==> config.mk <==
export PLATFORM = sky130hd
export DESIGN_NAME = seq_alu_flat
export DESIGN_NICKNAME = d
export VERILOG_FILES = /design/src/rtl/seq_alu_pkg.sv /design/src/rtl/seq_alu_if.sv /design/src/rtl/seq_alu_muldiv.sv /design/src/rtl/seq_alu.sv /design/src/flat_wrapper.sv
export SDC_FILE = /design/constraint.sdc
export NUM_CORES = 1
export LEC_CHECK = 0
export CAP_MARGIN = 10
export CORE_MARGIN = 5
export CORE_UTILIZATION = 50
export CTS_CLUSTER_DIAMETER = 120
export DETAILED_ROUTE_END_ITERATION = 16
export HOLD_SLACK_MARGIN = 0.02
export PLACE_DENSITY = 0.7
export SYNTH_ARGS = -nofsm -noshare
export SYNTH_HDL_FRONTEND = slang
export SYNTH_SLANG_ARGS = --single-unit
==> constraint.sdc <==
create_clock -name Clock -period 3.3 [get_ports Clock]
set_input_delay 0.66 -clock Clock [delete_from_list [all_inputs] [get_ports Clock]]
set_output_delay 0.66 -clock Clock [all_outputs]
set_load 0.03 [all_outputs]
==> src/rtl/seq_alu_pkg.sv <==
// Shared opcodes, result constants and state/select enums for the sequential ALU.
package seq_alu_pkg;

   localparam logic [3:0] OP_AND  = 4'd0;
   localparam logic [3:0] OP_OR   = 4'd1;
   localparam logic [3:0] OP_ADD  = 4'd2;
   localparam logic [3:0] OP_SUB  = 4'd6;
   localparam logic [3:0] OP_SLT  = 4'd7;
   localparam logic [3:0] OP_MUL  = 4'd8;
   localparam logic [3:0] OP_DIVU = 4'd9;
   localparam logic [3:0] OP_REMU = 4'd10;
   localparam logic [3:0] OP_NOR  = 4'd12;

   localparam int DEFAULT_RESULT = 42;

   typedef enum logic [2:0] {IDLE, ONE, MUL, DIV, FIN} alu_state_t;

   typedef enum logic [1:0] {MD_MUL, MD_DIVU, MD_REMU} md_sel_t;

endpackage

==> src/rtl/seq_alu_if.sv <==
// Start/Busy/Done request bus of the sequential ALU.
// Start is taken only while Busy=0; Done pulses for one cycle with Out valid in that cycle.
interface seq_alu_if #(
   parameter int WIDTH = 32
);
   logic             Start;
   logic [3:0]       Control;
   logic [WIDTH-1:0] Input1;
   logic [WIDTH-1:0] Input2;
   logic [WIDTH-1:0] Out;
   logic             Zero;
   logic             Busy;
   logic             Done;

   modport master (
      output Start, Control, Input1, Input2,
      input  Out, Zero, Busy, Done
   );

   modport slave (
      input  Start, Control, Input1, Input2,
      output Out, Zero, Busy, Done
   );
endinterface

==> src/rtl/seq_alu_muldiv.sv <==
// Iterative shift-add multiplier and restoring divider, one bit per cycle for WIDTH cycles.
// The divider path is built only when SEQ_ALU_DIV_EN is defined.
module seq_alu_muldiv
   import seq_alu_pkg::*;
#(
   parameter int WIDTH = 32,
   parameter int CNT_W = $clog2(WIDTH) + 1
) (
   input  logic             Clock,
   input  logic             Reset,
   input  logic             load_i,
   input  md_sel_t          sel_i,
   input  logic [WIDTH-1:0] a_i,
   input  logic [WIDTH-1:0] b_i,
   output logic [WIDTH-1:0] result_o,
   output logic             last_o
);

   // p: product accumulator / partial remainder, x: multiplicand / quotient, y: multiplier / divisor
   logic             run_q, run_d;
   logic [CNT_W-1:0] cnt_q, cnt_d;
   md_sel_t          sel_q, sel_d;
   logic [WIDTH-1:0] p_q, p_d;
   logic [WIDTH-1:0] x_q, x_d;
   logic [WIDTH-1:0] y_q, y_d;

`ifdef SEQ_ALU_DIV_EN
   logic [WIDTH:0] shifted;
   logic [WIDTH:0] diff;
   assign shifted = {p_q, x_q[WIDTH-1]};
   assign diff    = shifted - {1'b0, y_q};
`endif

   assign last_o   = run_q && (cnt_q == CNT_W'(WIDTH - 1));
   assign result_o = (sel_q == MD_DIVU) ? x_q : p_q;

   always_comb begin
      run_d = run_q;
      cnt_d = cnt_q;
      sel_d = sel_q;
      p_d   = p_q;
      x_d   = x_q;
      y_d   = y_q;
      if (load_i) begin
         run_d = 1'b1;
         cnt_d = '0;
         sel_d = sel_i;
         p_d   = '0;
         x_d   = a_i;
         y_d   = b_i;
      end else if (run_q) begin
         cnt_d = last_o ? '0 : cnt_q + 1'b1;
         run_d = !last_o;
`ifdef SEQ_ALU_DIV_EN
         if (sel_q != MD_MUL) begin
            // A zero divisor never goes negative: quotient fills with ones, remainder ends as A
            if (!diff[WIDTH]) begin
               p_d = diff[WIDTH-1:0];
               x_d = {x_q[WIDTH-2:0], 1'b1};
            end else begin
               p_d = shifted[WIDTH-1:0];
               x_d = {x_q[WIDTH-2:0], 1'b0};
            end
         end else
`endif
         begin
            if (y_q[0]) p_d = p_q + x_q;
            x_d = x_q << 1;
            y_d = y_q >> 1;
         end
      end
   end

   always_ff @(posedge Clock) begin
      if (Reset) begin
         run_q <= 1'b0;
         cnt_q <= '0;
         sel_q <= MD_MUL;
         p_q   <= '0;
         x_q   <= '0;
         y_q   <= '0;
      end else begin
         run_q <= run_d;
         cnt_q <= cnt_d;
         sel_q <= sel_d;
         p_q   <= p_d;
         x_q   <= x_d;
         y_q   <= y_d;
      end
   end

endmodule

==> src/rtl/seq_alu.sv <==
// Multi-cycle ALU: control FSM, single-cycle ops, registered result and Start/Busy/Done handshake.
// Define SEQ_ALU_DIV_EN to enable DIVU/REMU; otherwise opcodes 9 and 10 return the default result.
module seq_alu
   import seq_alu_pkg::*;
#(
   parameter int WIDTH = 32,
   parameter int CNT_W = $clog2(WIDTH) + 1
) (
   input  logic       Clock,
   input  logic       Reset,
   seq_alu_if.slave   bus,
   output alu_state_t dbg_state_o
);

   alu_state_t       state_q, state_d;
   logic [3:0]       op_q, op_d;
   logic [WIDTH-1:0] a_q, a_d;
   logic [WIDTH-1:0] b_q, b_d;
   logic [WIDTH-1:0] out_q, out_d;
   logic             done_q, done_d;

   logic             md_load;
   md_sel_t          md_sel;
   logic [WIDTH-1:0] md_result;
   logic             md_last;
   logic [WIDTH-1:0] one_result;

   assign md_sel = (bus.Control == OP_DIVU) ? MD_DIVU :
                   (bus.Control == OP_REMU) ? MD_REMU : MD_MUL;

   seq_alu_muldiv #(
      .WIDTH (WIDTH),
      .CNT_W (CNT_W)
   ) u_muldiv (
      .Clock    (Clock),
      .Reset    (Reset),
      .load_i   (md_load),
      .sel_i    (md_sel),
      .a_i      (bus.Input1),
      .b_i      (bus.Input2),
      .result_o (md_result),
      .last_o   (md_last)
   );

   always_comb begin
      one_result = WIDTH'(DEFAULT_RESULT);
      case (op_q)
         OP_AND:  one_result = a_q & b_q;
         OP_OR:   one_result = a_q | b_q;
         OP_ADD:  one_result = a_q + b_q;
         OP_SUB:  one_result = a_q - b_q;
         OP_SLT:  one_result = {{(WIDTH-1){1'b0}}, (a_q < b_q)};
         OP_NOR:  one_result = ~(a_q | b_q);
         default: one_result = WIDTH'(DEFAULT_RESULT);
      endcase
   end

   always_comb begin
      state_d = state_q;
      op_d    = op_q;
      a_d     = a_q;
      b_d     = b_q;
      out_d   = out_q;
      done_d  = 1'b0;
      md_load = 1'b0;
      case (state_q)
         IDLE: begin
            if (bus.Start) begin
               op_d = bus.Control;
               a_d  = bus.Input1;
               b_d  = bus.Input2;
               if (bus.Control == OP_MUL) begin
                  state_d = MUL;
                  md_load = 1'b1;
               end
`ifdef SEQ_ALU_DIV_EN
               else if (bus.Control == OP_DIVU || bus.Control == OP_REMU) begin
                  state_d = DIV;
                  md_load = 1'b1;
               end
`endif
               else begin
                  state_d = ONE;
               end
            end
         end
         ONE: begin
            out_d   = one_result;
            done_d  = 1'b1;
            state_d = IDLE;
         end
         MUL, DIV: begin
            if (md_last) state_d = FIN;
         end
         FIN: begin
            out_d   = md_result;
            done_d  = 1'b1;
            state_d = IDLE;
         end
         default: state_d = IDLE;
      endcase
   end

   always_ff @(posedge Clock) begin
      if (Reset) begin
         state_q <= IDLE;
         op_q    <= '0;
         a_q     <= '0;
         b_q     <= '0;
         out_q   <= '0;
         done_q  <= 1'b0;
      end else begin
         state_q <= state_d;
         op_q    <= op_d;
         a_q     <= a_d;
         b_q     <= b_d;
         out_q   <= out_d;
         done_q  <= done_d;
      end
   end

   assign bus.Out     = out_q;
   assign bus.Zero    = (out_q == '0);
   assign bus.Busy    = (state_q != IDLE);
   assign bus.Done    = done_q;
   assign dbg_state_o = state_q;

endmodule

==> src/flat_wrapper.sv <==
// flat-port wrapper written by rule: the top's interface ports become plain ports
module seq_alu_flat import seq_alu_pkg::*;
#(
   parameter int WIDTH = 32,
   parameter int CNT_W = $clog2(WIDTH) + 1
)
  (Clock, Reset, dbg_state_o, bus_Start, bus_Control, bus_Input1, bus_Input2, bus_Out, bus_Zero, bus_Busy, bus_Done);
  seq_alu_if #(.WIDTH(WIDTH)) bus_i ();
  input  logic Clock;
  input  logic Reset;
  output alu_state_t dbg_state_o;
  input wire logic [$bits(bus_i.Start)-1:0] bus_Start;
  input wire logic [$bits(bus_i.Control)-1:0] bus_Control;
  input wire logic [$bits(bus_i.Input1)-1:0] bus_Input1;
  input wire logic [$bits(bus_i.Input2)-1:0] bus_Input2;
  output wire logic [$bits(bus_i.Out)-1:0] bus_Out;
  output wire logic [$bits(bus_i.Zero)-1:0] bus_Zero;
  output wire logic [$bits(bus_i.Busy)-1:0] bus_Busy;
  output wire logic [$bits(bus_i.Done)-1:0] bus_Done;
  assign bus_i.Start = bus_Start;
  assign bus_i.Control = bus_Control;
  assign bus_i.Input1 = bus_Input1;
  assign bus_i.Input2 = bus_Input2;
  assign bus_Out = bus_i.Out;
  assign bus_Zero = bus_i.Zero;
  assign bus_Busy = bus_i.Busy;
  assign bus_Done = bus_i.Done;
  seq_alu #(.WIDTH(WIDTH), .CNT_W(CNT_W)) u_core (.Clock(Clock), .Reset(Reset), .bus(bus_i), .dbg_state_o(dbg_state_o));
endmodule
Word-level counts from Yosys, hierarchy flattened:

Cells that the tools add are included.

* register bits: 209
* bits of input ports: 71
* output and inout port bits: 38
* word-level logic and storage cells: 70

* add/subtract/negate cells: 4
* order comparisons: 1
* equality and inequality tests: 16
* mux-type cells: 20
* bitwise gates (word level): 3
* reduce and logical (&&, ||, !) cells: 14

Operators with widths (number)
* 32-bit case mux with 6 select lines: 1
* 32-bit 2-to-1 mux: 5
* 32-bit adder: 2
* 32-bit case mux with 2 select lines: 1
* 32-bit AND: 1
* 32-bit logical NOT: 1
* 32-bit < comparator: 1
* 32-bit NOT: 1
* 32-bit OR: 1
* 32-bit subtractor: 1
* 4-bit equality test, second input constant: 4
* 4-bit by 3-bit equality test with 1-bit output, second input constant: 2
* 6-bit by 1-bit adder with 6-bit output, second input constant: 1
* 3-bit by 2-bit equality test with 1-bit output, second input constant: 2
* 6-bit by 5-bit equality test with 1-bit output, second input constant: 1
* 1-bit 2-to-1 mux: 6
* 2-bit 2-to-1 mux: 3
* 3-bit 2-to-1 mux: 2
* 6-bit 2-to-1 mux: 1
* 3-bit case mux with 2 select lines: 1
* 2-bit AND reduction: 3
* 2-bit OR reduction: 3
* 4-bit by 1-bit equality test with 1-bit output, second input constant: 1
* 4-bit by 2-bit equality test with 1-bit output, second input constant: 1
* 10 further kinds: 12

Depth between registers and ports, before layout:

* depth after elaboration: 5
* gate-level depth with buffers: 13

By module:

From an unflattened synthesis, not the netlist that was laid out.

* cell total of the unflattened synthesis: 2033
* area total of the unflattened synthesis: 15426.0 um^2

By module, submodules not included
* seq_alu: times used 1, cells each 1239, area each 9026.2 um^2, seq. area each 2082.0 um^2
* seq_alu_muldiv: times used 1, cells each 794, area each 6399.9 um^2, seq. area each 2102.0 um^2

Worst setup path before layout:

OpenSTA, ideal clock, no wires.

* path kind: register to register
* start point: reg u_core.b_q[6]
* end point: reg u_core.out_q[25], in the netlist u_core.bus.Out[25]
* arrival: 2.823 ns
* data required time: 3.185 ns
* slack: 0.362 ns
* stages on the path, launching flop included: 14
* path buffers: 1
* period minus slack after synthesis: 2.938 ns
* cell sequence: dfxtp_1 -> inv_1 -> ha_1 -> buf_2 -> nor4_2 -> nand2_1 -> nand3_1 -> a31oi_1 -> o41ai_2 -> a21oi_2 -> o41ai_1 -> mux2i_1 -> nor3_1 -> a2111oi_0

* longest elaborated chain between the ends: 3
* elaborated cells between the ends (all ways): 4
* those cells by class: add/sub (2); mux (2)

Ends and longest elaborated chain
* start: declaration: line seq_alu.sv:18 `logic [WIDTH-1:0] b_q, b_d;`
* start signal: assignment: line seq_alu.sv:109 `b_q <= '0;`
* start signal: assignment: line seq_alu.sv:116 `b_q <= b_d;`
* 32-bit subtractor / 32-bit adder (equally long branches): line seq_alu.sv:51, seq_alu.sv:50
* 32-bit case mux with 6 select lines *: line seq_alu.sv:47 `case (op_q)`
* 32-bit case mux with 2 select lines *: line seq_alu.sv:66 `case (state_q)`
* end signal: assignment: line seq_alu.sv:117 `out_q <= out_d;`
* end: declaration: line seq_alu.sv:19 `logic [WIDTH-1:0] out_q, out_d;`

Mark *: on every way between the ends. The rest lies on a longest branch, timed or not.
A chain may end at the register's enable or synchronous reset.

Worst setup path after layout:

* start point: reg u_core.a_q[18]
* end point: reg u_core.out_q[0], in the netlist u_core.bus.Out[0]

* longest elaborated chain between the ends: 3

Ends and longest elaborated chain
* start: declaration: line seq_alu.sv:17 `logic [WIDTH-1:0] a_q, a_d;`
* start signal: assignment: line seq_alu.sv:108 `a_q <= '0;`
* start signal: assignment: line seq_alu.sv:115 `a_q <= a_d;`
* 32-bit < comparator: line seq_alu.sv:52 `OP_SLT: one_result = {{(WIDTH-1){1'b0}}, (a_q < b_q)};`
* 32-bit case mux with 6 select lines: line seq_alu.sv:47
* 32-bit case mux with 2 select lines: line seq_alu.sv:66

Every way passes these cells.

==> impl_summary.txt <==
----------------------------------------------------
[Clocking]
  TritonCTS buffer count ... 25
  TritonCTS Sinks ... 209
  Clock tree root buffer cell ... clkbuf_16
  CTS clock-pin slew for the worst setup and hold paths ... 0.07 ns
  Htree depth ... 1
  Max clock buf depth ... 3
  CTS tree ... done
  Number of hold buffers added after CTS ... 0
  Clk Latency, worst-skew pair ... 0.56 ns

[Timing]
  Hold slack final ... 0.472 ns
  Setup repair after global routing missed its margin ... true
  Worst-margin pin slew ... 1.04 ns
  Final critical-path share of the clock period ... 0.956
  Highest achievable clock rate ... 317 MHz
  Worst rel slew slack ... 0.305
  Number of hold-slack violations in the final timing report ... 0
  Setup violators final ... 0
  Post-layout min period ... 3.16 ns
  Final count of pins violating max slew ... 0
  Worst-case clock skew ... 0.0142 ns

[Run]
  Count of maximum capacitance violations ... 0

[Placement]
  Total instance count after detailed placement ... 2481
  Number of buffers inserted by port buffering ... 108
  GP Congestion ... 1.03
  Detail Placement HPWL ... 39900 microns

[Floorplan]
  Floorplan die area ... 33500 sq um
  Chip Height ... 183 microns
  Floorplan core area ... 29600 sq um
  Number of cell rows ... 63
  Effective utilization at floorplan ... 0.506
  Width of the die ... 183 microns
  Top-Level Pins ... 109

[Power]
  Internal power of the cells ... 5.19 mW
  Clock network fraction of design power ... 0.403
  Pwr/cell area ... 429 nW/um^2
  Power spent charging and discharging nets ... 2.44 mW
  Fraction of power spent switching nets ... 0.320
  Maximum ir drop on the vdd rail ... 0.000398 V
  Share of power burned in registers ... 0.360
  Fraction of power consumed by combinational cells ... 0.237
  Total leakage power ... 6.86 nW

[Layout]
  Leading cell type in the layout, fill and taps excluded ... nand2_1
  Layout Utilization ... 0.600
  Post-synthesis to final-layout area growth ... 18.7%
  Combined area of the multi-input logic cells ... 10000 sq um
  Proportion of layout cells with a drive suffix above 1 ... 0.0846
  Diodes inserted ... 0
  Post-layout net count ... 2332
  Post-Layout Cell Count ... 2529
  Commonest cells after routing, fill and taps aside ... nand2_1 (307), nor2_1 (239), dfxtp_1 (208), a21oi_1 (202), ha_1 (134)
  FF/Latch Area ... 4190 sq um
  Filler cells ... 2832

[Route]
  Count of antenna-violating nets left after detailed routing ... 0
  1st-iter DRT viols ... 1419
  Residual DRC ... 0
  Aggregate routed wire length ... 52800 microns
  First drt pass iteration count ... 7
  Via density ... 6.09
  Routed length per placed instance ... 20.9 microns
  Vias after detailed routing ... 15.4k

[Synth]
  Number of distinct library cells after synthesis ... 80
  Top flip-flop cell by instance count after synthesis ... dfxtp_1
  Post-synthesis sequential element count ... 209
  Post-synthesis instance area ... 15000 sq um
  Portion of the post-synthesis area used by sequential elements ... 0.279
  Avg Cell Area, Syn ... 7.40 sq um
  Number of enable-type register cells in the synthesized netlist ... 0
  Number of warnings printed during yosys synthesis ... 0
  Number of standard cells after synthesis ... 2025
  Proportion of register bits with asynchronous set or reset after synthesis ... 0
  Net count of the mapped netlist ... 2235

[Min path]
  Hold WC Path Type ... reg -> reg

[Worst setup path]
  Path type of the worst setup path ... reg -> reg
  Nature of the critical path startpoint ... register
  Data required time at the worst endpoint ... 3.75 ns
  Critical path data arrival time ... 3.61 ns
  Maximum net fanout on the critical path ... 5
  Kind of capture point of the worst setup path ... register

[GRT]
  Largest net degree at the start of global routing ... 129
  Via count of the first global-routing pass ... 14.5k
  Global-route usage over all layers ... 0.301
  Total global routing overflow ... 0
  Initial antenna violation count ... 0
  First-pass GRT wire length ... 81100 microns

[Run status]
  Status ... finished, final reports clean

----------------------------------------------------
-- power by group through the flow --
stage,sequential (mW),clock [mW],combinational (mW)
after floorplan,2.81,0,1.02
after global placement,2.79,0,1.72
after detailed placement,2.79,0,1.73
after CTS,2.74,3.11,1.74
after global routing,2.75,3.21,1.94
final,2.74,3.07,1.81
-- registers in the layout (all words and copies together) (netlist names), 4 cells and up --
| signal | cells |
|---|---|
| u_core.a_q | 32 |
| u_core.u_muldiv.cnt_q | 6 |
| u_core.b_q | 32 |
| u_core.op_q | 4 |
| u_core.u_muldiv.p_q | 32 |
| u_core.bus.Out | 32 |
| u_core.u_muldiv.y_q | 32 |
| u_core.u_muldiv.x_q | 32 |
-- area by class of cell --
cell class / instances / area share
clock buffer: 32 / 0.0383
clock inverter: 12 / 0.0118
inverter: 109 / 0.0230
multi-input combinational: 1576 / 0.563
sequential: 209 / 0.235
tap: 390 / 0.0274
timing repair buffer: 201 / 0.101
-- logic make-up after synthesis --
logic type | count (synthesis) | share of synthesized area
AND/OR/NAND/NOR | 741 | 0.214
AO/OA/AOI/OAI | 579 | 0.253
multiplexers | 75 | 0.0502
XOR/XNOR | 42 | 0.0245
adder cells (fa/ha/maj) | 139 | 0.118
flip-flops | 209 | 0.279
buffers and inverters | 240 | 0.0615
-- synthesized netlist by cell type, drive strengths merged (4+ instances only) --
master	number	area (sq um)
and2	10	62.6
a21o	25	188
nor2	239	897
a31o	4	35.0
nor3b	4	30.0
o22ai	8	50.1
a2111oi	8	90.1
nor4	25	163
a21boi	5	41.3
nor3	45	225
o211ai	11	92.6
a221oi	25	219
o41ai	5	51.3
inv	107	402
o31ai	14	119
ha	136	1700
buf	19	92.6
or3	7	43.8
mux2i	74	741
nand2	308	1160
nand2b	11	68.8
clkbuf	112	420
nand3b	5	37.5
a31oi	39	244
nand3	32	160
nand4	16	100
a211oi	83	623
o21bai	15	113
nor2b	17	106
xnor2	25	219
dfxtp	209	4180
xor2	17	149
and3	8	50.1
o21a	5	37.5
a21oi	204	1020
o2111ai	4	35.0
a221o	11	110
or2	4	25.0
o21ai	79	395
-- per-stage QoR --
step / area [sq um] / setup slack, ns / TNS [ns] / power (mW)
after global routing: 17800 / -0.00677 / -0.00677 / 7.90
after floorplan: 15000 / 0.362 / 0 / 3.83
after detailed placement: 16800 / -0.0112 / -0.0112 / 4.52
final: 17800 / 0.144 / 0 / 7.63
after CTS: 17700 / 0.00878 / 0 / 7.59
after global placement: 16800 / 0.158 / 0 / 4.51
-- worst max-delay path, cell delays in order, from the launching register on --
cell       delay (ns)
dfxtp_1          0.40
inv_1            0.07
ha_1             0.34
nor2_1           0.09
a221o_1          0.36
a221o_1          0.37
a21boi_2         0.19
o31ai_4          0.10
buf_4            0.17
a2111oi_4        0.35
nor3_1           0.09
o21bai_1         0.17
a211oi_1         0.10
nor4_1           0.25
-- path summary, 6_finish.rpt --
| check | from | end | slack [ns] | depth (start not counted) |
|---|---|---|---|---|
| worst max-delay path | u_core.a_q[18] | u_core.bus.Out[0] | 0.14 | 13 |
| worst min-delay path | u_core.u_muldiv.p_q[10] | u_core.u_muldiv.p_q[10] | 0.47 | 2 |
| worst max register to register | u_core.a_q[18] | u_core.bus.Out[0] | 0.14 | 13 |
| worst min register to register | u_core.u_muldiv.p_q[10] | u_core.u_muldiv.p_q[10] | 0.47 | 2 |
-- repair_timing --
item,4_1_cts,5_1_grt
gates resized for setup,3,25
endpoints found under the hold margin,0,0
pin swaps,0,7
buffers inserted,0,4
setup endpoints to repair,1,13
-- per-layer routing --
metal,track usage,vias up,part of all wire
met1,0.408,7329,0.44
met4,0.125,0,0.046
met2,0.482,599,0.45
met3,0.0452,118,0.073
li1,-,7368,-
met5,0,-,0
(Power assumes the default switching activity.)
